--- config.mk ---
export PLATFORM = sky130hd
export DESIGN_NAME = clk_div_bank
export DESIGN_NICKNAME = d
export VERILOG_FILES = /design/src/rtl/clk_div_bank.sv
export SDC_FILE = /design/constraint.sdc
export NUM_CORES = 1
export LEC_CHECK = 0
export CORE_UTILIZATION = 55
export CTS_CLUSTER_DIAMETER = 40
export DETAILED_ROUTE_END_ITERATION = 8
export PLACE_DENSITY = 0.73
export SLEW_MARGIN = 20
export SYNTH_ARGS = -nofsm -noshare
export SYNTH_HDL_FRONTEND = slang
export SYNTH_SLANG_ARGS = --single-unit
--- constraint.sdc ---
create_clock -name clk -period 5.6 [get_ports clk]
set_input_delay 1.12 -clock clk [delete_from_list [all_inputs] [get_ports clk]]
set_output_delay 1.12 -clock clk [all_outputs]
set_load 0.02 [all_outputs]
--- src/rtl/clk_div_bank.sv ---
// clk_div_bank -- a bank of independent programmable clock dividers.
//
// Each channel produces a registered divided clock of period P and high time
// H (both in clk cycles), plus a one-cycle tick at every rising edge of that
// divided clock. Period/high pairs are written through a valid/ready
// configuration port. Writes to a running channel are staged in a shadow pair
// and applied only at the period boundary, so a period is never truncated.
//
// Ports:
//   clk        sole clock, rising edge
//   rst_n      synchronous active-low reset
//   cfg_valid  configuration write request
//   cfg_ready  write accepted when high together with cfg_valid
//   cfg_ch     target channel of the write
//   cfg_div    requested period P
//   cfg_high   requested high time H
//   cfg_err    one-cycle pulse after an accepted-but-illegal write
//   en_req     per-channel run request (level)
//   en_ack     per-channel running indication
//   clk_out    per-channel divided clock (registered)
//   tick       per-channel pulse coincident with each clk_out rising edge
//
// Handshake: a write transfers on a rising clk edge where cfg_valid and
// cfg_ready are both high. cfg_ready depends only on cfg_ch (low while the
// addressed channel still holds an unapplied shadow write); cfg_valid may be
// raised without waiting for cfg_ready and must hold its payload until the
// transfer edge.

module clk_div_bank #(
  parameter int NUM_CH   = 4,
  parameter int DIV_W    = 8,
  parameter int DEF_DIV  = 2,
  parameter int DEF_HIGH = 1,
  localparam int CH_W    = (NUM_CH > 1) ? $clog2(NUM_CH) : 1
) (
  input  logic              clk,
  input  logic              rst_n,
  input  logic              cfg_valid,
  output logic              cfg_ready,
  input  logic [CH_W-1:0]   cfg_ch,
  input  logic [DIV_W-1:0]  cfg_div,
  input  logic [DIV_W-1:0]  cfg_high,
  output logic              cfg_err,
  input  logic [NUM_CH-1:0] en_req,
  output logic [NUM_CH-1:0] en_ack,
  output logic [NUM_CH-1:0] clk_out,
  output logic [NUM_CH-1:0] tick
);

  typedef enum logic [1:0] {
    S_IDLE = 2'd0,
    S_RUN  = 2'd1,
    S_STOP = 2'd2
  } state_e;

  logic [NUM_CH-1:0] pend_w;
  logic              ch_in_range;
  logic              cfg_legal;
  logic              cfg_accept;
  logic              sel_pend;
  logic              cfg_err_q;

  assign ch_in_range = int'(cfg_ch) < NUM_CH;
  assign cfg_legal   = (cfg_div >= DIV_W'(2)) && (cfg_high != '0) &&
                       (cfg_high < cfg_div) && ch_in_range;

  // An out-of-range channel matches no entry, so cfg_ready stays high and the
  // write is accepted only to be rejected with cfg_err.
  always_comb begin
    sel_pend = 1'b0;
    for (int i = 0; i < NUM_CH; i++) begin
      if (int'(cfg_ch) == i) sel_pend = pend_w[i];
    end
  end

  assign cfg_ready  = ~sel_pend;
  assign cfg_accept = cfg_valid & cfg_ready;

  always_ff @(posedge clk) begin
    if (!rst_n) cfg_err_q <= 1'b0;
    else        cfg_err_q <= cfg_accept & ~cfg_legal;
  end

  assign cfg_err = cfg_err_q;

  for (genvar i = 0; i < NUM_CH; i++) begin : g_ch
    state_e           state_q, state_d;
    logic [DIV_W-1:0] cnt_q, cnt_d;
    logic [DIV_W-1:0] act_p_q, act_p_d, act_h_q, act_h_d;
    logic [DIV_W-1:0] sh_p_q, sh_p_d, sh_h_q, sh_h_d;
    logic             pend_q, pend_d;
    logic             clk_q, clk_d;
    logic             tick_q, tick_d;
    logic             wr;
    logic             boundary;

    assign wr       = cfg_accept && cfg_legal && (int'(cfg_ch) == i);
    assign boundary = (state_q != S_IDLE) && (cnt_q == act_p_q - DIV_W'(1));

    always_comb begin
      state_d = state_q;
      cnt_d   = cnt_q;
      act_p_d = act_p_q;
      act_h_d = act_h_q;
      sh_p_d  = sh_p_q;
      sh_h_d  = sh_h_q;
      pend_d  = pend_q;

      if (state_q == S_IDLE) begin
        // A write that landed on the final boundary of a stopping channel is
        // still in the shadow; fold it in now that no period is running.
        if (pend_q) begin
          act_p_d = sh_p_q;
          act_h_d = sh_h_q;
          pend_d  = 1'b0;
        end
        if (wr) begin
          act_p_d = cfg_div;
          act_h_d = cfg_high;
          sh_p_d  = cfg_div;
          sh_h_d  = cfg_high;
        end
        if (en_req[i]) begin
          state_d = S_RUN;
          cnt_d   = '0;
        end
      end else begin
        if (boundary) begin
          cnt_d = '0;
          if (pend_q) begin
            act_p_d = sh_p_q;
            act_h_d = sh_h_q;
            pend_d  = 1'b0;
          end
        end else begin
          cnt_d = cnt_q + DIV_W'(1);
        end
        // Applied after the boundary copy: a write on the boundary cycle
        // waits for the following boundary.
        if (wr) begin
          sh_p_d = cfg_div;
          sh_h_d = cfg_high;
          pend_d = 1'b1;
        end
        if (en_req[i])     state_d = S_RUN;
        else if (boundary) state_d = S_IDLE;
        else               state_d = S_STOP;
      end

      // Outputs are registered from the next-state counter so that clk_out
      // and tick line up with the cycle in which cnt holds that value.
      clk_d  = (state_d != S_IDLE) && (cnt_d < act_h_d);
      tick_d = (state_d != S_IDLE) && (cnt_d == '0);
    end

    always_ff @(posedge clk) begin
      if (!rst_n) begin
        state_q <= S_IDLE;
        cnt_q   <= '0;
        act_p_q <= DIV_W'(DEF_DIV);
        act_h_q <= DIV_W'(DEF_HIGH);
        sh_p_q  <= DIV_W'(DEF_DIV);
        sh_h_q  <= DIV_W'(DEF_HIGH);
        pend_q  <= 1'b0;
        clk_q   <= 1'b0;
        tick_q  <= 1'b0;
      end else begin
        state_q <= state_d;
        cnt_q   <= cnt_d;
        act_p_q <= act_p_d;
        act_h_q <= act_h_d;
        sh_p_q  <= sh_p_d;
        sh_h_q  <= sh_h_d;
        pend_q  <= pend_d;
        clk_q   <= clk_d;
        tick_q  <= tick_d;
      end
    end

    assign clk_out[i] = clk_q;
    assign tick[i]    = tick_q;
    assign en_ack[i]  = (state_q != S_IDLE);
    assign pend_w[i]  = pend_q;
  end

endmodule
Word level (Yosys, flattened, before mapping):

Index checks and enable logic that the tools add are counted.

* bitwise logic cells: 5
* add/sub/neg operators: 8
* reduce and logical (&&, ||, !) cells: 49
* muxes and demuxes: 72
* magnitude comparators: 6
* eq/ne operators: 7

Operators by type and width (count)
* two-way mux 8 bit: 44
* < comparator 8 bit: 5
* adder 8 x 1 -> 8 bit (second input constant): 4
* == test 8 bit: 4
* zero test 8 bit: 4
* two-way mux 2 bit: 16
* nonzero test 2 bit: 16
* subtractor 8 x 1 -> 8 bit (second input constant): 4
* logical AND 1 bit: 19
* two-way mux 1 bit: 12
* zero test 2 bit: 5
* greater-or-equal comparator 8 x 2 -> 1 bit (second input constant): 1
* nonzero test 8 bit: 1
* OR reduction 2 bit: 4
* == test 2 bit (second input constant): 2
* NOT 1 bit: 3
* AND 1 bit: 2
* == test 2 x 1 -> 1 bit (second input constant): 1

* input bits: 25
* register bits: 181
* word-level logic and storage cells: 184

Longest topological paths before layout:

Gate-level depths: netlist (run 1).

* depth after elaboration: 13
* depth in mapped cells: 20
* depth with buffers taken out: 18

Worst setup path after synthesis (run 1):

No wires, ideal clock.

* path kind: input to register
* start: input port cfg_div[1]
* end: register g_ch[1].clk_q
* setup time: 0.075 ns
* arrival time: 4.619 ns
* slack: 0.907 ns
* stages: 19
* path buffers: 1
* data required time: 5.525 ns
* path through: inv_1 ha_1 o21ai_0 nor2_1 o31ai_4 nand3_1 nor3b_2 and2_1 buf_2 o21ai_2 a222oi_1 ha_1 a21o_1 a21oi_1 nor2b_1 a2111oi_0 o21ai_1 or4_1 o22ai_1

* word-level cells in the longest chain between the ends: 9
* elaborated cells between the ends (all ways): 10
* those cells by class: order compare (3); mux (2); reduce/logical (5)

RTL lines
* start: declaration: RTL line 41 `input logic [DIV_W-1:0] cfg_div,`
* greater-or-equal comparator 8 x 2 -> 1 bit: RTL line 64 `assign cfg_legal = (cfg_div >= DIV_W'(2)) && (cfg_high != '0) &&`
* logical AND 1 bit: RTL line 64
* logical AND 1 bit (*): RTL line 64
* logical AND 1 bit (*) (2 in a row): RTL line 97 `assign wr = cfg_accept && cfg_legal && (int'(cfg_ch) == i);`
* two-way mux 8 bit (*): RTL line 117 `if (wr) begin`
* two-way mux 8 bit (*): RTL line 109 `if (state_q == S_IDLE) begin`
* < comparator 8 bit (*): RTL line 152 `clk_d = (state_d != S_IDLE) && (cnt_d < act_h_d);`
* logical AND 1 bit (*): RTL line 152
* end signal: assignment: RTL line 175 `clk_q <= clk_d;`
* end: declaration: RTL line 92 `logic clk_q, clk_d;`

Mark *: on every way between the ends. The rest lies on a longest branch, timed or not.
A chain may end at the register's enable or synchronous reset.

Final worst setup path (run 1):

* start: input port cfg_div[5]
* end: register g_ch[1].clk_q

Same word-level chain as after synthesis.

==> results of run 1 <==
==> power by group through the flow <==
stage	logic [W]	clock network [W]	registers, W
4_1_cts	0.000419	0.00129	0.00137
5_1_grt	0.000465	0.00135	0.00138
2_1_floorplan	0.000298	0	0.00139
3_3_place_gp	0.000410	0	0.00140
6_report	0.000424	0.00127	0.00137
3_5_place_dp	0.000415	0	0.00140
==> critical path: stages <==
cell and delay (ns):
sky130_fd_sc_hd__clkdlybuf4s50_1 0.50, sky130_fd_sc_hd__inv_1 0.06, sky130_fd_sc_hd__ha_1 0.31, sky130_fd_sc_hd__a211oi_1 0.25
sky130_fd_sc_hd__o211a_1 0.31, sky130_fd_sc_hd__nand3_1 0.20, sky130_fd_sc_hd__nor3b_4 0.23, sky130_fd_sc_hd__and2_1 0.18
sky130_fd_sc_hd__o21ai_2 0.07, sky130_fd_sc_hd__buf_4 0.16, sky130_fd_sc_hd__a222oi_1 0.39, sky130_fd_sc_hd__ha_1 0.33
sky130_fd_sc_hd__and4_1 0.17, sky130_fd_sc_hd__a2111oi_0 0.39, sky130_fd_sc_hd__o21ai_1 0.14, sky130_fd_sc_hd__or4_1 0.47
sky130_fd_sc_hd__o22ai_1 0.11
==> path summary, 6_finish.rpt <==
| path | start | end | slack, ns | depth (start not counted) |
|---|---|---|---|---|
| hold / removal | g_ch[1].sh_p_q[1] | g_ch[1].sh_p_q[1] | 0.49 | 2 |
| setup reg to reg | g_ch[1].act_p_q[0] | g_ch[1].clk_q | 1.27 | 16 |
| setup / recovery | cfg_div[5] | g_ch[1].clk_q | 0.58 | 17 |
| hold reg to reg | g_ch[1].sh_p_q[1] | g_ch[1].sh_p_q[1] | 0.49 | 2 |
==> registers in the layout (all words and copies together) (netlist names) <==
signal and count:
cfg_err 1, g_ch.state_q 8, g_ch.cnt_q 32, g_ch.sh_p_q 32, g_ch.pend_q 4, g_ch.sh_h_q 32, g_ch.act_h_q 32, g_ch.tick_q 4
g_ch.act_p_q 32, g_ch.clk_q 4
==> per-layer routing <==
metal  vias to the layer above  track usage
met5                         -            0
met3                        37       0.0578
met4                         0       0.0793
met1                      3999        0.383
met2                       275        0.457
li1                       4119            -
==> placed cells by master (no fill, tap or decap), types with 5 or more instances in the layout <==
master                            synthesis  final
sky130_fd_sc_hd__o21ai_0                 73     73
sky130_fd_sc_hd__or3_1                    5      5
sky130_fd_sc_hd__nand3_1                 24     24
sky130_fd_sc_hd__nor4_1                   6      6
sky130_fd_sc_hd__nor3_1                  14     14
sky130_fd_sc_hd__o21a_1                   5      5
sky130_fd_sc_hd__dfxtp_1                181    181
sky130_fd_sc_hd__a21o_1                   6      6
sky130_fd_sc_hd__inv_1                   37     37
sky130_fd_sc_hd__ha_1                    43     43
sky130_fd_sc_hd__nor3b_1                  5      5
sky130_fd_sc_hd__buf_4                   10     34
sky130_fd_sc_hd__nand4_1                 13     13
sky130_fd_sc_hd__a21oi_1                 84     84
sky130_fd_sc_hd__clkbuf_16                0     17
sky130_fd_sc_hd__o21ai_1                  8      8
sky130_fd_sc_hd__o22ai_1                 39     39
sky130_fd_sc_hd__and3_1                  15     15
sky130_fd_sc_hd__xor2_1                  24     24
sky130_fd_sc_hd__a222oi_1                19     19
sky130_fd_sc_hd__mux2i_1                 66     66
sky130_fd_sc_hd__o211ai_1                 5      5
sky130_fd_sc_hd__nor2b_1                 52     52
sky130_fd_sc_hd__a31oi_1                  5      5
sky130_fd_sc_hd__and2_1                  33     33
sky130_fd_sc_hd__nand2b_1                 9      9
sky130_fd_sc_hd__clkdlybuf4s50_1          0     37
sky130_fd_sc_hd__a211oi_1                 7      7
sky130_fd_sc_hd__nor2_1                 122    122
sky130_fd_sc_hd__xnor2_1                 17     17
sky130_fd_sc_hd__nand2_1                 65     65
==> cells in the mapped netlist (all sizes together), types with 16 or more instances <==
| library cell | n | share of area |
|---|---|---|
| a21oi | 87 | 0.046 |
| a222oi | 19 | 0.020 |
| and2 | 33 | 0.021 |
| buf | 30 | 0.019 |
| clkbuf | 43 | 0.017 |
| dfxtp | 181 | 0.37 |
| ha | 43 | 0.055 |
| inv | 39 | 0.015 |
| mux2i | 66 | 0.068 |
| nand2 | 65 | 0.025 |
| nand3 | 24 | 0.012 |
| nor2 | 124 | 0.049 |
| nor2b | 53 | 0.034 |
| nor3 | 16 | 0.0099 |
| o21ai | 83 | 0.044 |
| o22ai | 39 | 0.025 |
| xnor2 | 17 | 0.015 |
| xor2 | 24 | 0.022 |
==> layout make-up <==
type | count | area [µm²]
multi-input combinational | 843 | 5590
timing repair buffer | 72 | 631
clock buffer | 18 | 429
fill | 1456 | 6340
inverter | 40 | 150
sequential | 181 | 3620
clock inverter | 14 | 193
tap | 225 | 282
==> metrics by stage <==
step | instances | power [W]
floorplan | 1137 | 0.00169
global placement | 1361 | 0.00181
detailed placement | 1361 | 0.00182
CTS | 1393 | 0.00308
global route | 1393 | 0.00320
finish | 1393 | 0.00307
==> cells by family after synthesis <==
| logic type | Yosys count |
|---|---|
| DFF | 181 |
| adders and majority gates | 43 |
| buffers and inverters | 113 |
| xor gates and xnor gates | 41 |
| AOI/OAI and AO/OA | 297 |
| and+or+nand+nor | 394 |
| muxes | 68 |
==> run summary, run 1 <==
The largest voltage drop on the vdd net came out at around 0.34 mV. CTS built an H-tree with a depth of 4. The combinational share of power is 0.138. The total of buffers placed on input and output ports is 38. The endpoint kind of the worst setup timing path is a register. STA classifies the critical path startpoint as a primary input.

The number of CTS-inserted buffers is 17. The total die area is between 15000 and 20000 µm². After synthesis, the largest family of logic cells by area is simple AND/OR/NAND/NOR gates. Counting flops with an async set or reset pin after synthesis yields a share of 0. The first global-routing pass estimated about 40000 µm of wire.

The detailed-route wire length is around 25000 µm. The share of the cycle needed by the critical path after routing is 0.897. TritonCTS built the clock tree. After detailed routing, the wire length on met1 is 11400 µm. The power share of the sequential group is 0.447.

In this run the worst path has a maximum fanout of 6. STA puts the critical path data arrival time at around 5.4 ns. The via count is between 8000 and 9000. The residual antenna-violating net count after detailed routing is 0. The placed instances occupy a cell area of about 10000 µm².

The routed wire length on met3 came out at around 1500 µm. The share of cells above drive strength 1 is 0.0830. The count of cells resized by post-cts repair came out at 0. The complex-gate fraction of the synthesized area came to 0.196. The post-route setup TNS is 0 ns. After detailed routing, the number of vias per cell comes to approximately 6.1. The starting DRC count in detailed routing is approximately 800. The number of I/O pins is 39. The share of total power in the clock network is 0.415. The area fraction in and, or, nand and nor cells after synthesis came out at 0.215. In this run the standard cell core region covers 17200 µm².

The via count of the first global-routing pass was between 8000 and 9000. The leftover overflow at the end of global routing is 0. The clock transition time at the flip-flop clock pins of the worst setup and hold paths is around 0.07 ns.

The cell internal power dissipation is 0.00223 W. The clock sink count came out at between 150 and 200. The count of final max-slew check failures is 0. The count of TritonRoute iterations in the first routing pass is 8. The detailed router used layers up to and including met4.

The layout net count is around 1200. The number of instances in the synthesized netlist is 1137. Of the total synthesized cell area, the portion taken by XOR and XNOR cells is 0.0370. In this run, synthesis inferred 0 flip-flops with an integrated enable. The overall global routing resource usage came out at 0.283. For this run, design rule violations remaining after detail routing come to 0. The summed instance area of the synthesized netlist came out at approximately 9700 µm².

The post-cts hold buffer count is 0. The flop and latch count out of synthesis is between 150 and 200. The insertion delay to the later sink of the worst-skew pair is 0.44 ns. The final period demand of the worst path is 5.02 ns. Static timing analysis puts the maximum clock frequency at approximately 0.20 GHz. For this configuration, the core starts out at a cell density of 0.563. The clock passes through at most 2 buffers. The worst-case clock skew is 0.0119 ns. The register area share after synthesis is 0.374. The max-capacitance violation count is 0. The min-delay analysis places its worst path in the category register to register. The standard-cell row count is 48.

The number of antenna violations at the first check in global routing came to 0. The height of the die is ~130 µm. The antenna diode count is 0. The final design area excluding fillers is around 11000 µm².

The root buffer cell chosen for the clock tree is sky130_fd_sc_hd__clkbuf_16. The worst setup slack before clock tree synthesis is 0.191 ns. Setup repair after global routing left no endpoint under its margin. The congestion estimate from routability-driven global placement came to slightly below 0.9. The post-synth net total is ~1200.

The warning count from the yosys run is 0. The layout overhead on the synthesized area came out at 12.3%. The amount of wire on met2 after detailed routing is approximately 11000 µm. The slew of the pin with the lowest slew margin came out at between 0.7 and 0.8 ns. Once the clock tree was built, the setup fixing pass inserted 0 buffers. At the worst endpoint, the required time is slightly below 6 ns. Detailed placement ended at an HPWL of roughly 17000 µm. The horizontal die dimension came out at roughly 130 µm.

The count of final hold-check violations is 0. The final worst hold slack is slightly below 0.5 ns. The pin count of the biggest net entering global routing came out at 90. The multiplexer fraction of the synthesized cell area came out at 0.0716.

The synthesized area divided by synthesized cell count is between 8 and 9 µm². The fraction of the mapped netlist area in adder cells is 0.0555. Dividing total power by cell area gives a power density of 282 nW/µm². The switching power came out at about 0.00084 W. The number of endpoints failing setup at the final stage came out at 0. Of the total power, the share spent switching nets is 0.275. The core utilization of the finished layout came out at 0.632.

After layout, the worst setup slack is 0.578 ns. The critical path is of the primary input to register type. The number of distinct library cell variants in the gate-level netlist after synthesis came out at between 80 and 90.

In the final routed layout, each cell accounts on average for roughly 18 µm. The worst pin sits at a relative slew slack of 0.478. The flow ran to the end, and the final reports show no timing, DRC or antenna violations.

For this run, the leading register cell type out of synthesis is sky130_fd_sc_hd__dfxtp_1. The total leakage power came out at 4.47 nW.
Power figures use the tool's default switching activity.
==> inputs of run 2 (changes only) <==
--- a/config.mk
+++ b/config.mk
@@ -5,6 +5,7 @@
 export SDC_FILE = /design/constraint.sdc
 export NUM_CORES = 1
 export LEC_CHECK = 0
+export CORE_ASPECT_RATIO = 0.8
 export CORE_UTILIZATION = 55
 export CTS_CLUSTER_DIAMETER = 40
 export DETAILED_ROUTE_END_ITERATION = 8
==> run summary, run 2 (same netlist as run 1, synthesis figures left out) <==
The count of final max-slew check failures came out at 0. The slowest stage of the critical path belongs to the cell sky130_fd_sc_hd__or4_1. Setup violations remaining at the end of the flow were counted as 0.

The total leakage power is 4.49 nW. The max-capacitance violation count came out at 0. The via count is between 8000 and 9000. The initial cell density of the core is 0.562. The number of I/O pins came out at 39. The horizontal die dimension is 150 µm. The number of CTS-inserted buffers is 17. The cell area reported after detailed placement came out at roughly 10000 µm².

The half-perimeter wire length after placement came out at 17200 µm. Entering global routing, the biggest net connects 60 pins. The launch instance of the worst min-delay path is g_ch[1].sh_h_q[0]. The post-cts hold buffer count came out at 0. The congestion estimate from routability-driven global placement came to approximately 0.93. The data arrival time of the critical path is around 5.4 ns. The count of final hold-check violations came to 0. Buffers added to address setup during post-CTS repair amount to 0.

The first detailed-routing pass took 7 iterations. The clock sink count is 181. The worst hold-check path type is register to register. Among the stages of the critical path, the cell type that occurs most often is sky130_fd_sc_hd__ha_1.

Across the whole layout, storage elements account for ~3600 µm². The cell sitting at the root of the clock tree is a sky130_fd_sc_hd__clkbuf_16. The height of the die came out at approximately 120 µm. The detail-routed via count per cell is roughly 6.

The fmax is 0.197 GHz. The leftover overflow at the end of global routing came out at 0. The slew of the pin with the lowest slew margin came out at ~0.63 ns. The clock passes through at most 2 buffers.

Across all register-to-register paths, the minimum setup slack is roughly 1.3 ns. The total chip power came out at around 0.0031 W. The endpoint kind of the worst setup timing path is a register. Walking the worst path, the cells encountered are clkdlybuf4s50_1 > inv_1 > ha_1 > a211oi_1 > o211a_1 > nand3_1 > nor3b_4 > and2_1 > o21ai_2 > buf_4 > a222oi_1 > ha_1 > and4_1 > a2111oi_0 > o21ai_1 > or4_1 > o22ai_1. The biggest cell delay along the critical path came out at 0.49 ns. The overall global routing resource usage is 0.280. The remaining routing DRC violations came out at 0. By startpoint and endpoint, the worst setup path is classified as primary input to register. The source of the critical timing path is cfg_div[5]. In this run the critical register-to-register path is captured at g_ch[1].clk_q. Setup repair after global routing left no endpoint under its margin. The worst-case clock skew is approximately 0.010 ns. The final period demand of the worst path came out at approximately 5.1 ns. TritonCTS built the clock tree. The hold-critical path depth is 2. In the final layout, the share of cells above drive strength 1 is 0.0845. The floorplan has 43 rows. The global-route wire length before repair came out at ~39000 µm. The starting DRC count in detailed routing is 819.

The run finished with clean final reports. The antenna diode count came out at 0. The residual antenna-violating net count after detailed routing came out at 0. The total die area came out at around 18000 µm². The cell count of the worst reg-to-reg path came out at 17.

The number of antenna violations at the first check in global routing is 0. In this run the worst path has a maximum fanout of 6. The via count of the first global-routing pass came out at between 7000 and 8000. At the worst endpoint, the required time is 5.97 ns. VDD sags by at most about 0.17 mV. The most common cell after layout, fill and taps aside is sky130_fd_sc_hd__dfxtp_1. The path with the worst hold slack has its endpoint at g_ch[1].sh_h_q[0]. The worst setup path is launched from a primary input.

In the layout the commonest cells are sky130_fd_sc_hd__dfxtp_1, sky130_fd_sc_hd__nor2_1, sky130_fd_sc_hd__a21oi_1. The layout overhead on the synthesized area came out at 12.7%. Power spread over the standard cell area amounts to about 280 nW/µm². The count of cells resized by post-cts repair came out at 0. Summing all multi-input logic gate instances after layout gives about 5600 µm². After clock tree synthesis, the clock-pin slew on the worst setup and hold paths is approximately 0.060 ns. After detailed routing, the average wire length per cell comes to roughly 18 µm. The detailed-route wire length came out at 24600 µm. The area inside the core boundary came out at between 15000 and 20000 µm². Buffers placed on the I/O ports in this run total 38. In this run the critical register-to-register path is launched from g_ch[1].act_p_q[0]. The share of the cycle needed by the critical path after routing is 0.904.

Clock latency on the worst-skew pair, taken at its later pin, is between 0.4 and 0.5 ns. The layout net count is about 1200. The number of H-tree branching levels came out at 4.

The final design area excluding fillers came out at 10900 µm². Measured against its own limit, the worst slew margin works out to 0.577. The number of inserted filler cells in the final layout came out at approximately 1400. After routing, the total negative slack on setup checks comes to 0 ns.
==> run 2: cell count changes in the layout (fill, tap and decap cells not counted), moves of 3 or more <==
cell and change:
sky130_fd_sc_hd__inv_8 -3, sky130_fd_sc_hd__clkinv_2 +3, sky130_fd_sc_hd__clkinv_4 -4, sky130_fd_sc_hd__buf_4 +5
sky130_fd_sc_hd__clkbuf_8 +3, sky130_fd_sc_hd__inv_6 -3
==> run 2: layout make-up <==
class	instances	area share
clock buffers	22	0.0434
clock inverters	9	0.0137
inverters	40	0.0137
multi-input cells	843	0.511
flip-flops and latches	181	0.332
well taps	225	0.0258
repair buffers	76	0.0607
==> run 2: worst max-delay path by stage <==
stage	to	cells after the start
final	g_ch[1].clk_q	17
after CTS	g_ch[1].clk_q	17
after global routing	g_ch[1].clk_q	18
after floorplan	g_ch[1].clk_q	19
after global placement	g_ch[1].clk_q	18
after detailed placement	g_ch[1].clk_q	18
==> run 2: critical path, delay by kind of cell <==
kind | cells | cell delay [ns]
and+or+nand+nor | 5 | 1.32
adders and majority gates | 2 | 0.63
AOI/OAI and AO/OA | 7 | 1.64
buffers and inverters | 3 | 0.70
==> run 2: per-stage QoR <==
stage	std cells	hold slack, ns	setup slack [ns]	util
after global placement	1365	0.455	0.238	0.597
after detailed placement	1365	0.456	0.137	0.597
final	1396	0.473	0.536	0.633
after global routing	1396	0.499	0.247	0.633
after CTS	1396	0.474	0.581	0.633
after floorplan	1137	0.434	0.907	-
==> run 2: report_power, final <==
part | switching (W) | total [W] | internal [W]
Clock | 0.000509 | 0.00129 | 0.000778
Sequential | 0.0000375 | 0.00137 | 0.00134
Combinational | 0.000250 | 0.000425 | 0.000175
Total | 0.000797 | 0.00309 | 0.00229
==> run 2: per-layer routing <==
layer	global-route usage	routed length (µm)	up-vias
met5	0	0	-
met4	0.0934	458	0
met3	0.0509	1570	36
met2	0.415	10500	264
met1	0.404	12100	3983
li1	-	-	4125
